### src/rtl/imem_loader_if.sv
// Byte-stream and memory-write bundle between a program-image source and
// the instruction-memory loader. The master side feeds bytes and starts
// loads. The slave side (the loader) drives the memory write port and the
// status flags.
interface imem_loader_if #(
    parameter int ADDR_WIDTH = 6
);
    logic                  start;
    logic [ADDR_WIDTH:0]   num_words;
    logic [7:0]            rx_data;
    logic                  rx_valid;
    logic                  rx_ready;
    logic                  wr_en;
    logic [ADDR_WIDTH-1:0] wr_addr;
    logic [31:0]           wr_data;
    logic                  busy;
    logic                  done;
    logic                  error;
    logic                  core_hold;

    modport master (
        output start, num_words, rx_data, rx_valid,
        input  rx_ready, wr_en, wr_addr, wr_data, busy, done, error, core_hold
    );

    modport slave (
        input  start, num_words, rx_data, rx_valid,
        output rx_ready, wr_en, wr_addr, wr_data, busy, done, error, core_hold
    );
endinterface

### src/rtl/imem_loader.sv
// Instruction-memory loader. It receives a program image as a byte stream
// and packs it into big-endian 32-bit words. Each word is written to word
// addresses 0, 1, 2, ... in order. A trailing checksum byte is then checked.
// The core is held in reset while a load runs, and after a load that failed
// its checksum.
module imem_loader #(
    parameter int ADDR_WIDTH = 6
) (
    input  logic clk,
    input  logic rst_n,
    imem_loader_if.slave bus
);
    localparam logic [ADDR_WIDTH:0] DEPTH = {1'b1, {ADDR_WIDTH{1'b0}}};

    localparam logic [1:0] IDLE  = 2'd0;
    localparam logic [1:0] LOAD  = 2'd1;
    localparam logic [1:0] CHECK = 2'd2;

    logic [1:0]            state;
    logic [ADDR_WIDTH:0]   n_words;
    logic [ADDR_WIDTH:0]   word_cnt;
    logic [1:0]            byte_cnt;
    logic [23:0]           shift_buf;
    logic [7:0]            sum;
    logic [7:0]            final_sum;
    logic                  accept;
    logic                  in_load;
    logic                  wr_en_q;
    logic [ADDR_WIDTH-1:0] wr_addr_q;
    logic [31:0]           wr_data_q;
    logic                  done_q;
    logic                  error_q;

    // Only the first three bytes of a word need buffering. The fourth byte
    // goes straight into the write data.
    assign in_load   = (state != IDLE);
    assign accept    = bus.rx_valid & in_load;
    assign final_sum = sum + bus.rx_data;

    // Sequence one image: latch the clamped word count, assemble and write
    // the words, then judge the checksum byte.
    always_ff @(posedge clk or negedge rst_n) begin
        if (!rst_n) begin
            state     <= IDLE;
            n_words   <= '0;
            word_cnt  <= '0;
            byte_cnt  <= '0;
            shift_buf <= '0;
            sum       <= '0;
            wr_en_q   <= 1'b0;
            wr_addr_q <= '0;
            wr_data_q <= '0;
            done_q    <= 1'b0;
            error_q   <= 1'b0;
        end else begin
            wr_en_q <= 1'b0;
            case (state)
                IDLE: begin
                    if (bus.start) begin
                        n_words  <= (bus.num_words > DEPTH) ? DEPTH : bus.num_words;
                        done_q   <= 1'b0;
                        error_q  <= 1'b0;
                        sum      <= '0;
                        byte_cnt <= '0;
                        word_cnt <= '0;
                        state    <= (bus.num_words == '0) ? CHECK : LOAD;
                    end
                end
                LOAD: begin
                    if (accept) begin
                        shift_buf <= {shift_buf[15:0], bus.rx_data};
                        sum       <= final_sum;
                        byte_cnt  <= byte_cnt + 2'd1;
                        if (byte_cnt == 2'd3) begin
                            wr_en_q   <= 1'b1;
                            wr_addr_q <= word_cnt[ADDR_WIDTH-1:0];
                            wr_data_q <= {shift_buf, bus.rx_data};
                            word_cnt  <= word_cnt + 1'b1;
                            if (word_cnt + 1'b1 == n_words) begin
                                state <= CHECK;
                            end
                        end
                    end
                end
                CHECK: begin
                    if (accept) begin
                        if (final_sum == 8'd0) begin
                            done_q <= 1'b1;
                        end else begin
                            error_q <= 1'b1;
                        end
                        state <= IDLE;
                    end
                end
                default: state <= IDLE;
            endcase
        end
    end

    // error stays set until the next accepted start. So holding the core on
    // busy-or-error keeps it held until a later load succeeds.
    assign bus.rx_ready  = in_load;
    assign bus.busy      = in_load;
    assign bus.core_hold = in_load | error_q;
    assign bus.done      = done_q;
    assign bus.error     = error_q;
    assign bus.wr_en     = wr_en_q;
    assign bus.wr_addr   = wr_addr_q;
    assign bus.wr_data   = wr_data_q;
endmodule
### src/flat_wrapper.sv
// flat-port wrapper written by rule: the top's interface ports become plain ports
module imem_loader_flat 
#(
    parameter int ADDR_WIDTH = 6
)
  (clk, rst_n, bus_start, bus_num_words, bus_rx_data, bus_rx_valid, bus_rx_ready, bus_wr_en, bus_wr_addr, bus_wr_data, bus_busy, bus_done, bus_error, bus_core_hold);
  imem_loader_if #(.ADDR_WIDTH(ADDR_WIDTH)) bus_i ();
  input  logic clk;
  input  logic rst_n;
  input wire logic [$bits(bus_i.start)-1:0] bus_start;
  input wire logic [$bits(bus_i.num_words)-1:0] bus_num_words;
  input wire logic [$bits(bus_i.rx_data)-1:0] bus_rx_data;
  input wire logic [$bits(bus_i.rx_valid)-1:0] bus_rx_valid;
  output wire logic [$bits(bus_i.rx_ready)-1:0] bus_rx_ready;
  output wire logic [$bits(bus_i.wr_en)-1:0] bus_wr_en;
  output wire logic [$bits(bus_i.wr_addr)-1:0] bus_wr_addr;
  output wire logic [$bits(bus_i.wr_data)-1:0] bus_wr_data;
  output wire logic [$bits(bus_i.busy)-1:0] bus_busy;
  output wire logic [$bits(bus_i.done)-1:0] bus_done;
  output wire logic [$bits(bus_i.error)-1:0] bus_error;
  output wire logic [$bits(bus_i.core_hold)-1:0] bus_core_hold;
  assign bus_i.start = bus_start;
  assign bus_i.num_words = bus_num_words;
  assign bus_i.rx_data = bus_rx_data;
  assign bus_i.rx_valid = bus_rx_valid;
  assign bus_rx_ready = bus_i.rx_ready;
  assign bus_wr_en = bus_i.wr_en;
  assign bus_wr_addr = bus_i.wr_addr;
  assign bus_wr_data = bus_i.wr_data;
  assign bus_busy = bus_i.busy;
  assign bus_done = bus_i.done;
  assign bus_error = bus_i.error;
  assign bus_core_hold = bus_i.core_hold;
  imem_loader #(.ADDR_WIDTH(ADDR_WIDTH)) u_core (.clk(clk), .rst_n(rst_n), .bus(bus_i));
endmodule
### config.mk
export PLATFORM = sky130hd
export DESIGN_NAME = imem_loader_flat
export DESIGN_NICKNAME = d
export VERILOG_FILES = /design/src/rtl/imem_loader_if.sv /design/src/rtl/imem_loader.sv /design/src/flat_wrapper.sv
export SDC_FILE = /design/constraint.sdc
export NUM_CORES = 1
export LEC_CHECK = 0
export CAP_MARGIN = 20
export CORE_MARGIN = 4
export CORE_UTILIZATION = 55
export CTS_BUF_LIST = sky130_fd_sc_hd__clkbuf_4 sky130_fd_sc_hd__clkbuf_8 sky130_fd_sc_hd__clkbuf_16
export DETAILED_ROUTE_END_ITERATION = 8
export PLACE_DENSITY = 0.79
export SETUP_SLACK_MARGIN = 0.4
export SLEW_MARGIN = 15
export SYNTH_ARGS = -nofsm -noshare
export SYNTH_HDL_FRONTEND = slang
export SYNTH_SLANG_ARGS = --single-unit
export TNS_END_PERCENT = 50
### constraint.sdc
create_clock -name clk -period 5.3 [get_ports clk]
set_input_delay 1.59 -clock clk [delete_from_list [all_inputs] [get_ports clk]]
set_output_delay 1.59 -clock clk [all_outputs]
set_load 0.1 [all_outputs]
# == Yosys cells after proc, flatten, opt, wreduce, memory -nomap -nowiden ==
# Cells that the tools add are included.
# op_classes
addsub,3
order_cmp,1
eq_ne,11
n_mux,28
n_bitwise,2
n_reduce_logical,14
# ops
op,n
7-bit 2-to-1 mux,4
2-bit 2-to-1 mux,8
8-bit 2-to-1 mux,2
8-bit one-hot mux with 2 select lines,1
7-bit one-hot mux with 2 select lines,1
4-bit AND reduction,3
2-bit by 1-bit != test with 1-bit output (second input constant),5
8-bit adder,1
8-bit logical NOT,1
1-bit 2-to-1 mux,8
7-bit by 1-bit adder with 7-bit output (second input constant),1
7-bit == test,1
7-bit greater-than comparator (second input constant),1
7-bit logical NOT,1
2-bit one-hot mux with 3 select lines,1
3-bit AND reduction,2
2-bit nonzero test,3
5-bit AND reduction,1
2-bit == test (second input constant),2
2-bit != test (second input constant),2
1-bit one-hot mux with 2 select lines,2
2-bit one-hot mux with 2 select lines,1
2-bit AND reduction,2
2-bit by 1-bit adder with 2-bit output (second input constant),1
other kinds (4),4
# word_totals
ff_bits,91
out_inout_bits,44

# == Depth between registers and ports, before layout ==
# logic_depth
ltp_word,6
ltp_mapped,8
ltp_nobuf,8

# == Least setup slack after synthesis ==
# OpenSTA, ideal clock, no wires.
# synth_path
kind,register -> output
startpoint,reg u_core.error_q (netlist: u_core.bus.error)
endpoint,out bus_core_hold
arrival_time_ps,1749
required_ps,3710
setup_slack_ps,1961
stages_incl_launch_ff,2
n_path_buf,0
path_cell_list,dfrtp_1 or3_1
# synth_between
elab_chain_len,1
# synth_lines
element,line,source
"start, declared",imem_loader.sv:32,logic error_q;
"start signal, assigned",imem_loader.sv:54,error_q <= 1'b0;
"start signal, assigned",imem_loader.sv:62,error_q <= 1'b0;
"start signal, assigned",imem_loader.sv:90,error_q <= 1'b1;
1-bit OR,imem_loader.sv:104,assign bus.core_hold = in_load | error_q;
"end, declared",flat_wrapper.sv:21,output wire logic [$bits(bus_i.core_hold)-1:0] bus_core_hold;
# No other way between the ends.

# == Worst setup path after layout ==
# layout_path
startpoint,reg u_core.state[1]
endpoint,out bus_core_hold
# layout_between
elab_chain_len,2
# layout_lines
element,line,source
"start, declared",imem_loader.sv:19,logic [1:0] state;
"start signal, assigned",imem_loader.sv:66,state <= (bus.num_words == '0) ? CHECK : LOAD;
2-bit nonzero test,imem_loader.sv:36,assign in_load = (state != IDLE);
1-bit OR,imem_loader.sv:104,
# No other way between the ends.

==> flow_metrics.py <==
metrics = {
    "run_status": {
        "outcome": "finished clean",
    },
    "routing": {
        "route.vias.total": 3174,
        "ant_nets": 0,
        "drc": 0,
        "viasPerCell": 5.28,
        "drtPass1Iterations": 4,
        "drt-initial-drc-count": 119,
        "wirelength_mm": 8.42,
        "wl_per_cell_um": 14.0,
    },
    "grt": {
        "grt_usage_pct": 21.0,
        "use_met1_pct": 29.7,
        "met3_usage_pct": 2.57,
        "gr-total-overflow": 0,
        "grt_max_degree": 59,
        "grt-busiest-layer": "met2",
        "grt_pass1_vias": 3098,
        "met2_usage_pct": 32.9,
        "antenna_found_initial": 0,
        "grt_pass1_wl_mm": 14.6,
    },
    "logic_synthesis": {
        "synth_edf_count": 0,
        "synth_compound_area_share_pct": 8.18,
        "synth.distinct_cells": 45,
        "syn_inst": 443,
        "seq_area_frac_synth_pct": 56.6,
        "yosys_warnings": 0,
        "ys_ff_latch": 91,
        "synth_xor_area_share_pct": 3.26,
        "async_reset_ff_share_pct": 100,
        "synthFlopType": "dfrtp_1",
        "synth_nets": 472,
        "synth.area.mux_share_pct": 0,
        "synthAdderAreaFrac_pct": 3.29,
        "yosys.area_share.simple_pct": 26.1,
        "synth_top_family_by_area": "simple AND/OR/NAND/NOR gates",
        "syn_area_um2": 4030,
        "avgSynthCellArea_um2": 9.09,
    },
    "finish": {
        "nets": 530,
        "fill_cells": 564,
        "areaGrowthSynthToFinish_pct": 21.7,
        "layout-drive-gt1-share_pct": 5.94,
        "antenna_cells": 0,
        "multiInputGateArea_um2": 1640,
        "seq_area_um2": 2280,
    },
    "floorplan": {
        "die_area_um2": 8750,
        "die_h_um": 93.5,
        "rows": 30,
        "initial_utilization_pct": 58.0,
        "core_area_um2": 6940,
        "die_w_um": 93.5,
        "ios": 63,
    },
    "clock_tree": {
        "numCtsBuffers": 9,
        "cts.clk_slew.worst_paths_ns": 0.09,
        "cts_tree": "yes",
        "htreeDepth": 3,
        "cts_num_sinks": 91,
        "cts.repair.resized": 0,
        "ctsHoldBuffers": 0,
        "clk_latency_ns": 0.36,
        "cts_root_buffer": "clkbuf_8",
        "clock_path_buffers": 2,
        "post-cts-setup-buffers": 0,
    },
    "worst_setup_path": {
        "arrival_ns": 2.19,
        "cp-start-kind": "flop",
        "worstPathRequired_ns": 3.71,
        "crit_type": "reg -> out",
        "path_max_fanout": 8,
        "cp-end-kind": "primary output",
    },
    "sta": {
        "worstMarginPinSlew_ns": 1.00,
        "hold_viol_final": 0,
        "setup_viol": 0,
        "relSlewSlack_pct": 33.1,
        "fmax_mhz": 265,
        "period_minus_slack_ns": 3.78,
        "drv_slew": 0,
        "fin_worst_skew_ns": 0.0102,
        "grt_setup_unrepaired": "false",
        "fin_crit_sh_pct": 71.2,
        "fin_tns_setup_ns": 0,
    },
    "place": {
        "io_buffer_count": 62,
        "dp_hpwl_mm": 5.73,
        "globalplace.congestion": 0.848,
    },
    "job": {
        "maxCapViolCount": 0,
    },
    "hold_path": {
        "hp-class": "reg -> reg",
    },
}
-- registers in the layout, indices dropped and copies added (netlist names) --
register	flops
u_core.byte_cnt	2
u_core.bus.wr_addr	6
u_core.bus.wr_data	32
u_core.sum	8
u_core.bus.done	1
u_core.bus.wr_en	1
u_core.bus.error	1
u_core.shift_buf	24
u_core.n_words	7
u_core.state	2
u_core.word_cnt	7
-- cells in the mapped netlist (2+ instances only) --
cell type / instances / area share (%)
o21ai_0: 16 / 2.0
dfrtp_1: 91 / 57
nand2_1: 208 / 19
nor2_1: 6 / 0.56
o31ai_1: 3 / 0.56
clkbuf_1: 8 / 0.75
nor2_2: 2 / 0.31
o21ai_1: 5 / 0.62
and2_1: 2 / 0.31
a21o_1: 2 / 0.37
a21oi_2: 2 / 0.44
a21oi_1: 6 / 0.75
and3_1: 4 / 0.62
inv_1: 4 / 0.37
xor2_1: 5 / 1.1
buf_4: 2 / 0.37
o21a_1: 2 / 0.37
a22o_1: 6 / 1.3
o22ai_1: 2 / 0.31
nand4_1: 3 / 0.47
nand2b_1: 9 / 1.4
nand3_1: 8 / 0.99
buf_2: 8 / 0.99
xnor2_1: 10 / 2.2
ha_1: 9 / 2.8
-- layer usage --
metal	up-vias	share of wire, %
met3	10	4.0
li1	1550	-
met2	74	49
met4	0	1.3
met5	-	0
met1	1540	46
-- worst paths after layout --
kind | from | to | slack (ns) | depth (start not counted)
max in group asynchronous | rst_n | u_core.bus.wr_data[12] | 3.10 | 2
setup reg to reg | u_core.state[1] | u_core.word_cnt[5] | 2.91 | 8
hold reg to reg | u_core.shift_buf[23] | u_core.bus.wr_data[31] | 0.47 | 2
hold / removal | u_core.shift_buf[23] | u_core.bus.wr_data[31] | 0.47 | 2
setup / recovery | u_core.state[1] | bus_core_hold | 1.52 | 2
min in group asynchronous | rst_n | u_core.bus.wr_data[29] | 1.28 | 1
-- per-stage QoR --
| step | std cells | setup slack (ns) | hold WS [ns] | util, % | instance area [um2] |
|---|---|---|---|---|---|
| 4_1_cts | 601 | 1.51 | 0.477 | 70.5 | 4900 |
| 6_report | 601 | 1.52 | 0.471 | 70.5 | 4900 |
| 5_1_grt | 601 | 1.43 | 0.500 | 70.5 | 4900 |
| 3_5_place_dp | 586 | 1.35 | 0.456 | 67.7 | 4700 |
| 2_1_floorplan | 443 | 1.96 | 0.439 | - | 4030 |
| 3_3_place_gp | 586 | 1.46 | 0.452 | 67.7 | 4700 |
-- placed cells by master (no fill, tap or decap), types with 3 or more instances in the layout --
cell type	n
nand3_1	8
o21ai_0	16
a21oi_1	6
ha_1	9
xor2_1	5
o31ai_1	3
and3_1	4
o21ai_1	5
nand2_1	208
nand2b_1	9
nor2_1	6
clkbuf_8	9
nand4_1	3
a22o_1	6
buf_4	4
clkdlybuf4s50_1	61
inv_1	4
xnor2_1	10
dfrtp_1	91
-- logic make-up after synthesis --
kind of cell | count (synthesis)
AND/OR/NAND/NOR | 253
AO/OA/AOI/OAI | 51
XOR/XNOR | 15
buffers and inverters | 23
flip-flops | 91
adder cells (fa/ha/maj) | 10
-- worst max-delay path, cell delays in order (launching register included) --
cell	delay, ns
dfrtp_1	0.46
or3_1	0.39
clkdlybuf4s50_1	0.97
-- area by class of cell --
cell class,count,share of cell area (%)
multi-input cells,329,33.6
well taps,96,2.45
repair buffers,65,13.1
flip-flops and latches,91,46.5
clock inverters,6,1.51
inverters,5,0.383
clock buffers,9,2.53
Power is left out: the tool's default activity adds up to more than one toggle a clock period on the data nets, which glitch-free logic cannot reach.
